### src/rtl/vga_ports.sv
// vga_ports: CPU I/O port block for a simple VGA-style display.
// Decodes the DAC index/data ports (0x3C7/0x3C8/0x3C9), the CRTC index/data
// pair (cursor position registers 0x0E/0x0F) and a one-bit video mode port.
// A completed R,G,B triple on the DAC data port becomes a one-cycle palette
// write pulse (pal_w) with pal_a/pal_d held for that cycle.
//
// Optional build macro: VGA_DAC_READ_EN
//   Defined   -> palette read-back through 0x3C7 (read index) and 0x3C9 reads.
//   Undefined -> 0x3C7 writes are ignored, 0x3C7/0x3C9 read as 8'hFF, the read
//                index stays 0 and no read-phase logic exists.
//
// Palette read-back note: pal_q is expected one cycle after pal_a. pal_a shows
// the read index except during a pal_w pulse, so the CPU should leave at least
// one idle cycle after a 0x3C7 write or a palette write before reading 0x3C9.

module vga_ports #(
    parameter logic [15:0] CRTC_BASE = 16'h03D4,
    parameter logic [15:0] MODE_PORT = 16'h03D8
) (
    input  logic        clock,
    input  logic        reset,
    input  logic [15:0] port_a,
    input  logic [7:0]  port_i,
    input  logic        port_w,
    input  logic        port_r,
    output logic [7:0]  port_o,
    output logic        videomode,
    output logic [11:0] cursor,
    output logic [7:0]  pal_a,
    output logic [11:0] pal_d,
    output logic        pal_w,
    input  logic [11:0] pal_q
);

    localparam logic [15:0] DAC_RD_IDX_PORT = 16'h03C7;
    localparam logic [15:0] DAC_WR_IDX_PORT = 16'h03C8;
    localparam logic [15:0] DAC_DATA_PORT   = 16'h03C9;
    localparam logic [15:0] CRTC_DATA       = CRTC_BASE + 16'd1;

    localparam logic [4:0]  CRTC_CUR_HI     = 5'h0E;
    localparam logic [4:0]  CRTC_CUR_LO     = 5'h0F;

    // Colour component sequence shared by the write and read sides.
    typedef enum logic [1:0] {
        PH_R = 2'd0,
        PH_G = 2'd1,
        PH_B = 2'd2
    } phase_t;

    // ------------------------------------------------------------------
    // Strobe qualification and address decode
    // ------------------------------------------------------------------
    logic w_wr;
    logic w_rd;
    logic w_sel_wrix;
    logic w_sel_data;
    logic w_sel_cidx;
    logic w_sel_cdat;
    logic w_sel_mode;

    // A write strobe wins: a coincident read is simply dropped.
    assign w_wr = port_w;
    assign w_rd = port_r & ~port_w;

    assign w_sel_wrix = (port_a == DAC_WR_IDX_PORT);
    assign w_sel_data = (port_a == DAC_DATA_PORT);
    assign w_sel_cidx = (port_a == CRTC_BASE);
    assign w_sel_cdat = (port_a == CRTC_DATA);
    assign w_sel_mode = (port_a == MODE_PORT);

    // ------------------------------------------------------------------
    // DAC write side: index, component phase and palette write pulse
    // ------------------------------------------------------------------
    phase_t      r_wr_phase;
    logic [7:0]  r_wr_idx;
    logic [3:0]  r_red;
    logic [3:0]  r_grn;
    logic        r_pal_w;
    logic [7:0]  r_pal_wa;
    logic [11:0] r_pal_d;

    // Collect R and G, then on B issue one palette write and step the index.
    always_ff @(posedge clock) begin
        if (reset) begin
            r_wr_phase <= PH_R;
            r_wr_idx   <= 8'h00;
            r_red      <= 4'h0;
            r_grn      <= 4'h0;
            r_pal_w    <= 1'b0;
            r_pal_wa   <= 8'h00;
            r_pal_d    <= 12'h000;
        end else begin
            r_pal_w <= 1'b0;
            if (w_wr && w_sel_wrix) begin
                r_wr_idx   <= port_i;
                r_wr_phase <= PH_R;
            end else if (w_wr && w_sel_data) begin
                case (r_wr_phase)
                    PH_R: begin
                        r_red      <= port_i[5:2];
                        r_wr_phase <= PH_G;
                    end
                    PH_G: begin
                        r_grn      <= port_i[5:2];
                        r_wr_phase <= PH_B;
                    end
                    PH_B: begin
                        r_pal_w    <= 1'b1;
                        r_pal_wa   <= r_wr_idx;
                        r_pal_d    <= {r_red, r_grn, port_i[5:2]};
                        r_wr_idx   <= r_wr_idx + 8'd1;
                        r_wr_phase <= PH_R;
                    end
                    default: begin
                        r_wr_phase <= PH_R;
                    end
                endcase
            end
        end
    end

    // ------------------------------------------------------------------
    // DAC read side (optional)
    // ------------------------------------------------------------------
    logic [7:0] w_rd_idx;

`ifdef VGA_DAC_READ_EN
    logic       w_sel_rdix;
    phase_t     r_rd_phase;
    logic [7:0] r_rd_idx;
    logic       r_rd_mode;
    logic [3:0] w_rd_comp;

    assign w_sel_rdix = (port_a == DAC_RD_IDX_PORT);
    assign w_rd_idx   = r_rd_idx;

    // Read index/phase tracking; r_rd_mode remembers which index port was last written.
    always_ff @(posedge clock) begin
        if (reset) begin
            r_rd_phase <= PH_R;
            r_rd_idx   <= 8'h00;
            r_rd_mode  <= 1'b0;
        end else begin
            if (w_wr && w_sel_rdix) begin
                r_rd_idx   <= port_i;
                r_rd_phase <= PH_R;
                r_rd_mode  <= 1'b1;
            end else if (w_wr && w_sel_wrix) begin
                r_rd_mode  <= 1'b0;
            end else if (w_rd && w_sel_data) begin
                case (r_rd_phase)
                    PH_R:    r_rd_phase <= PH_G;
                    PH_G:    r_rd_phase <= PH_B;
                    PH_B: begin
                        r_rd_phase <= PH_R;
                        r_rd_idx   <= r_rd_idx + 8'd1;
                    end
                    default: r_rd_phase <= PH_R;
                endcase
            end
        end
    end

    // Pick the 4-bit component of the palette entry for the current read phase.
    always_comb begin
        w_rd_comp = pal_q[11:8];
        case (r_rd_phase)
            PH_R:    w_rd_comp = pal_q[11:8];
            PH_G:    w_rd_comp = pal_q[7:4];
            PH_B:    w_rd_comp = pal_q[3:0];
            default: w_rd_comp = pal_q[11:8];
        endcase
    end
`else
    // Palette data is only consumed by the read-back path.
    logic w_unused_pal_q;

    assign w_rd_idx       = 8'h00;
    assign w_unused_pal_q = ^pal_q;
`endif

    // ------------------------------------------------------------------
    // CRTC index/cursor registers and video mode
    // ------------------------------------------------------------------
    logic [4:0]  r_crtc_idx;
    logic [11:0] r_cursor;
    logic        r_videomode;

    // CPU writes to the CRTC pair and the mode port.
    always_ff @(posedge clock) begin
        if (reset) begin
            r_crtc_idx  <= 5'h00;
            r_cursor    <= 12'h000;
            r_videomode <= 1'b0;
        end else if (w_wr) begin
            if (w_sel_cidx) begin
                r_crtc_idx <= port_i[4:0];
            end else if (w_sel_cdat) begin
                if (r_crtc_idx == CRTC_CUR_HI) begin
                    r_cursor[11:8] <= port_i[3:0];
                end else if (r_crtc_idx == CRTC_CUR_LO) begin
                    r_cursor[7:0] <= port_i;
                end
            end else if (w_sel_mode) begin
                r_videomode <= port_i[0];
            end
        end
    end

    // ------------------------------------------------------------------
    // Read data path
    // ------------------------------------------------------------------
    logic [7:0] w_rd_data;
    logic [7:0] r_port_o;

    // Read mux; 0x3C8 is write-only and, like unknown ports, reads 8'hFF.
    always_comb begin
        w_rd_data = 8'hFF;
        if (w_sel_cidx) begin
            w_rd_data = {3'b000, r_crtc_idx};
        end else if (w_sel_cdat) begin
            if (r_crtc_idx == CRTC_CUR_HI) begin
                w_rd_data = {4'h0, r_cursor[11:8]};
            end else if (r_crtc_idx == CRTC_CUR_LO) begin
                w_rd_data = r_cursor[7:0];
            end else begin
                w_rd_data = 8'h00;
            end
        end else if (w_sel_mode) begin
            w_rd_data = {7'h00, r_videomode};
`ifdef VGA_DAC_READ_EN
        end else if (w_sel_rdix) begin
            w_rd_data = r_rd_mode ? 8'h03 : 8'h00;
        end else if (w_sel_data) begin
            w_rd_data = {2'b00, w_rd_comp, w_rd_comp[3:2]};
`endif
        end
    end

    // Register read data on a qualified read; hold it otherwise.
    always_ff @(posedge clock) begin
        if (reset) begin
            r_port_o <= 8'hFF;
        end else if (w_rd) begin
            r_port_o <= w_rd_data;
        end
    end

    // ------------------------------------------------------------------
    // Outputs
    // ------------------------------------------------------------------
    assign port_o    = r_port_o;
    assign videomode = r_videomode;
    assign cursor    = r_cursor;
    assign pal_w     = r_pal_w;
    assign pal_d     = r_pal_d;
    // The palette address shows the write target only during the pulse.
    assign pal_a     = r_pal_w ? r_pal_wa : w_rd_idx;

endmodule

### config.mk
export PLATFORM = sky130hd
export DESIGN_NAME = vga_ports
export DESIGN_NICKNAME = d
export VERILOG_FILES = /design/src/rtl/vga_ports.sv
export SDC_FILE = /design/constraint.sdc
export NUM_CORES = 1
export LEC_CHECK = 0
export ABC_AREA = 0
export CAP_MARGIN = 20
export CELL_PAD_IN_SITES_DETAIL_PLACEMENT = 0
export CELL_PAD_IN_SITES_GLOBAL_PLACEMENT = 1
export CORE_MARGIN = 5
export CORE_UTILIZATION = 37
export DETAILED_ROUTE_END_ITERATION = 10
export PLACE_DENSITY = 0.95
export SLEW_MARGIN = 20
export SYNTH_ARGS = -nofsm -noshare
export SYNTH_HDL_FRONTEND = slang
export SYNTH_SLANG_ARGS = --single-unit
### constraint.sdc
create_clock -name clock -period 3.6 [get_ports clock]
set_clock_uncertainty 0.1 [all_clocks]
set_input_delay 1.08 -clock clock [delete_from_list [all_inputs] [get_ports clock]]
set_output_delay 1.08 -clock clock [all_outputs]
set_load 0.03 [all_outputs]
==> flow_summary.yaml <==
die:
  initial_core_util: 0.381
  fp.dieW_um: 99.1
  dieHeight_um: 99.1
  rows: 32
  design.die.area_mm2: 0.00983
  core_mm2: 0.00773
  io_pins: 82
clock_tree:
  clkTransAtPathRegs_ps: 80
  cts_resized: 0
  cts_buffers: 9
  clock_sinks: 65
  clk_latency_ps: 340
  hold_buffers: 0
  cts_tree: "yes"
  cts.path.max_buffers: 2
  ctsHtreeMaxLevel: 3
  postCtsSetupRepairBufs: 0
  cts_root_buf: "clkbuf_8"
routing:
  drtPass1Iterations: 4
  vias: 2798
  drc: 0
  wl_um: 8090
  ant_nets: 0
  dr.first_iter.drc_count: 253
  via_per_inst: 5.31
  avgRoutedWirePerCell_um: 15.4
finish:
  layoutNonFillerInstCount: 527
  fillers: 732
  multi_input_area_mm2: 0.00153
  drive_gt1_frac: 0.0941
  syn2layout_area_growth_pct: 35.4
  antenna_cells: 0
  fin_nets: 461
  ff_latch_area_mm2: 0.00130
power_and_ir_drop:
  vdd_ir_drop_max_mv: 0.255
  p_sw_w: 0.000352
  swShare: 0.222
  p_leak_nw: 1.50
  pwr-share-clk: 0.478
  power_density_mw_per_mm2: 399
  p_comb_frac: 0.066
  intPower_w: 0.00123
  seq_power_share: 0.457
logic_synthesis:
  syn_nets: 390
  avgSynthCellArea_um2: 8.42
  synth-simple-area-share: 0.281
  synthTopCellsByArea: "dfxtp_1 (44%), mux2i_1 (8.2%), nand2_1 (8.2%), a21oi_1 (5.8%), nor2_1 (4.6%)"
  yosysMostFrequentCell: "dfxtp_1"
  synth_common_cells: "dfxtp_1 (65), nand2_1 (64), nor2_1 (36)"
  synth_compound_area_frac: 0.136
  synth.yosys.seq_area_share: 0.443
  synth-seq-cells: 65
  synth.area.mux_share: 0.0970
  syn_area_mm2: 0.00294
  synth_area_leader_cell: "dfxtp_1"
  synth_top_area_frac: 0.443
  ys_warn_count: 0
  synth_edf_count: 0
  syn_inst: 349
  async_flop_share: 0
  ys.flop_type: "dfxtp_1"
  synth_top_family_by_area: "simple AND/OR/NAND/NOR gates"
  synth-xor-area-share: 0
  synthAdderAreaFrac: 0.00426
  yosysUniqueCellTypes: 47
grt:
  grt_max_degree: 36
  grt_overflow_total: 0
  grt_pass1_vias: 2788
  grt_antenna_before_repair: 0
  grt_pass1_wl_um: 13500
  grt_use_total: 0.171
critical_path:
  critPathSlowestCell: "or4b_1"
  cp.required_ps: 3710
  cp-end-kind: "flop"
  cp.arrival_ps: 3270
  slowest_delay_ps: 720
  worstSetupPathType: "input port to flop"
  critical_path.max_fanout: 6
  cp_cell_sequence: "clkdlybuf4s50_1 -> nor4_2 -> nand4_1 -> or4b_1 -> mux2i_1 -> nor2_1"
  start_kind: "input port"
  rrSetupSlack_ps: 1810
timing:
  finalSetupViolCount: 0
  finalCriticalPeriod_ps: 3160
  drv_slew: 0
  min_period_over_period: 0.878
  tightestPinTransition_ps: 667
  tns_ps: 0
  max_freq_mhz: 316
  max_slew_margin: 0.551
  rsz0062_at_grt: "no"
  finalHoldViolCount: 0
flow_run:
  maxCapViolCount: 0
place:
  post-place-cells: 511
  dp_hpwl_um: 5750
  gp_congestion: 0.851
  io_buffers: 69
min_path:
  hold_class: "flop to flop"
outcome:
  status: "finished clean"
## flip-flops by register name, summed over array words and instances, names as in the netlist
name and cells:
cursor 12, pal_d 12, pal_w 1, port_o 8, r_crtc_idx 5, r_grn 4, r_pal_wa 8, r_red 4
r_wr_idx 8, r_wr_phase 2, videomode 1
## stage by stage
stage | power [W] | utilization | hold slack [ps] | setup slack [ps] | cell area [um^2]
finish | 0.00159 | 0.515 | 347 | 438 | 3980
global route | 0.00165 | 0.515 | 370 | 297 | 3980
CTS | 0.00160 | 0.515 | 350 | 472 | 3980
detailed placement | 0.000845 | 0.484 | 341 | 120 | 3740
global placement | 0.000843 | 0.484 | 338 | 141 | 3740
floorplan | 0.000789 | - | 327 | 776 | 2940
## critical path: cells and delay by family
family / cells / cell delay [ps]
buffers and inverters: 1 / 440
multiplexers: 1 / 210
AND/OR/NAND/NOR: 4 / 1550
## final cells by class
class | count | share of cell area
repair buffers | 81 | 0.195
flip-flops and latches | 65 | 0.327
clock buffers | 10 | 0.0321
well taps | 102 | 0.0321
clock inverters | 6 | 0.0289
inverters | 2 | 0.00189
multi-input cells | 261 | 0.383
## final timing paths
check | start | endpoint | cells after the start
setup / recovery | port_a[15] | r_red[0] | 6
hold / removal | r_pal_wa[6] | r_pal_wa[6] | 2
setup reg to reg | r_crtc_idx[0] | port_o[0] | 5
hold reg to reg | r_pal_wa[6] | r_pal_wa[6] | 2
## power groups by stage
stage | Combinational (W) | Clock, W | Sequential (W)
5_1_grt | 0.000112 | 0.000809 | 0.000725
6_report | 0.000104 | 0.000758 | 0.000724
2_1_floorplan | 0.0000405 | 0 | 0.000749
3_5_place_dp | 0.000103 | 0 | 0.000741
4_1_cts | 0.000104 | 0.000773 | 0.000724
3_3_place_gp | 0.000102 | 0 | 0.000741
## logic make-up after synthesis
family                     Yosys count
and+or+nand+nor                    163
AOI/OAI and AO/OA                   69
DFF                                 65
muxes                               28
buffers and inverters               23
adders and majority gates            1
## per-layer routing
metal	share of wire	GRT usage	vias to the layer above
met3	0.086	0.0519	13
li1	-	-	1366
met4	0.017	0.0725	0
met2	0.46	0.268	103
met5	0	0	-
met1	0.44	0.219	1316
## cell usage in the layout, fill, tap and decap left out, drive strengths merged, types with 3 or more instances in the layout
cell            n
clkdlybuf4s50  68
dfxtp          65
nand2          64
nor2           36
a21oi          34
mux2i          24
buf            13
o21ai          12
clkbuf         10
nand3           9
and2            8
nand4           8
a31oi           7
nor2b           5
nand2b          5
and4            4
a211o           4
mux2            4
nor3            4
nor4            4
o211ai          3
o22ai           3
bufinv          3
inv             3
or4             3
No activity file was read; power rests on OpenSTA's default activity.
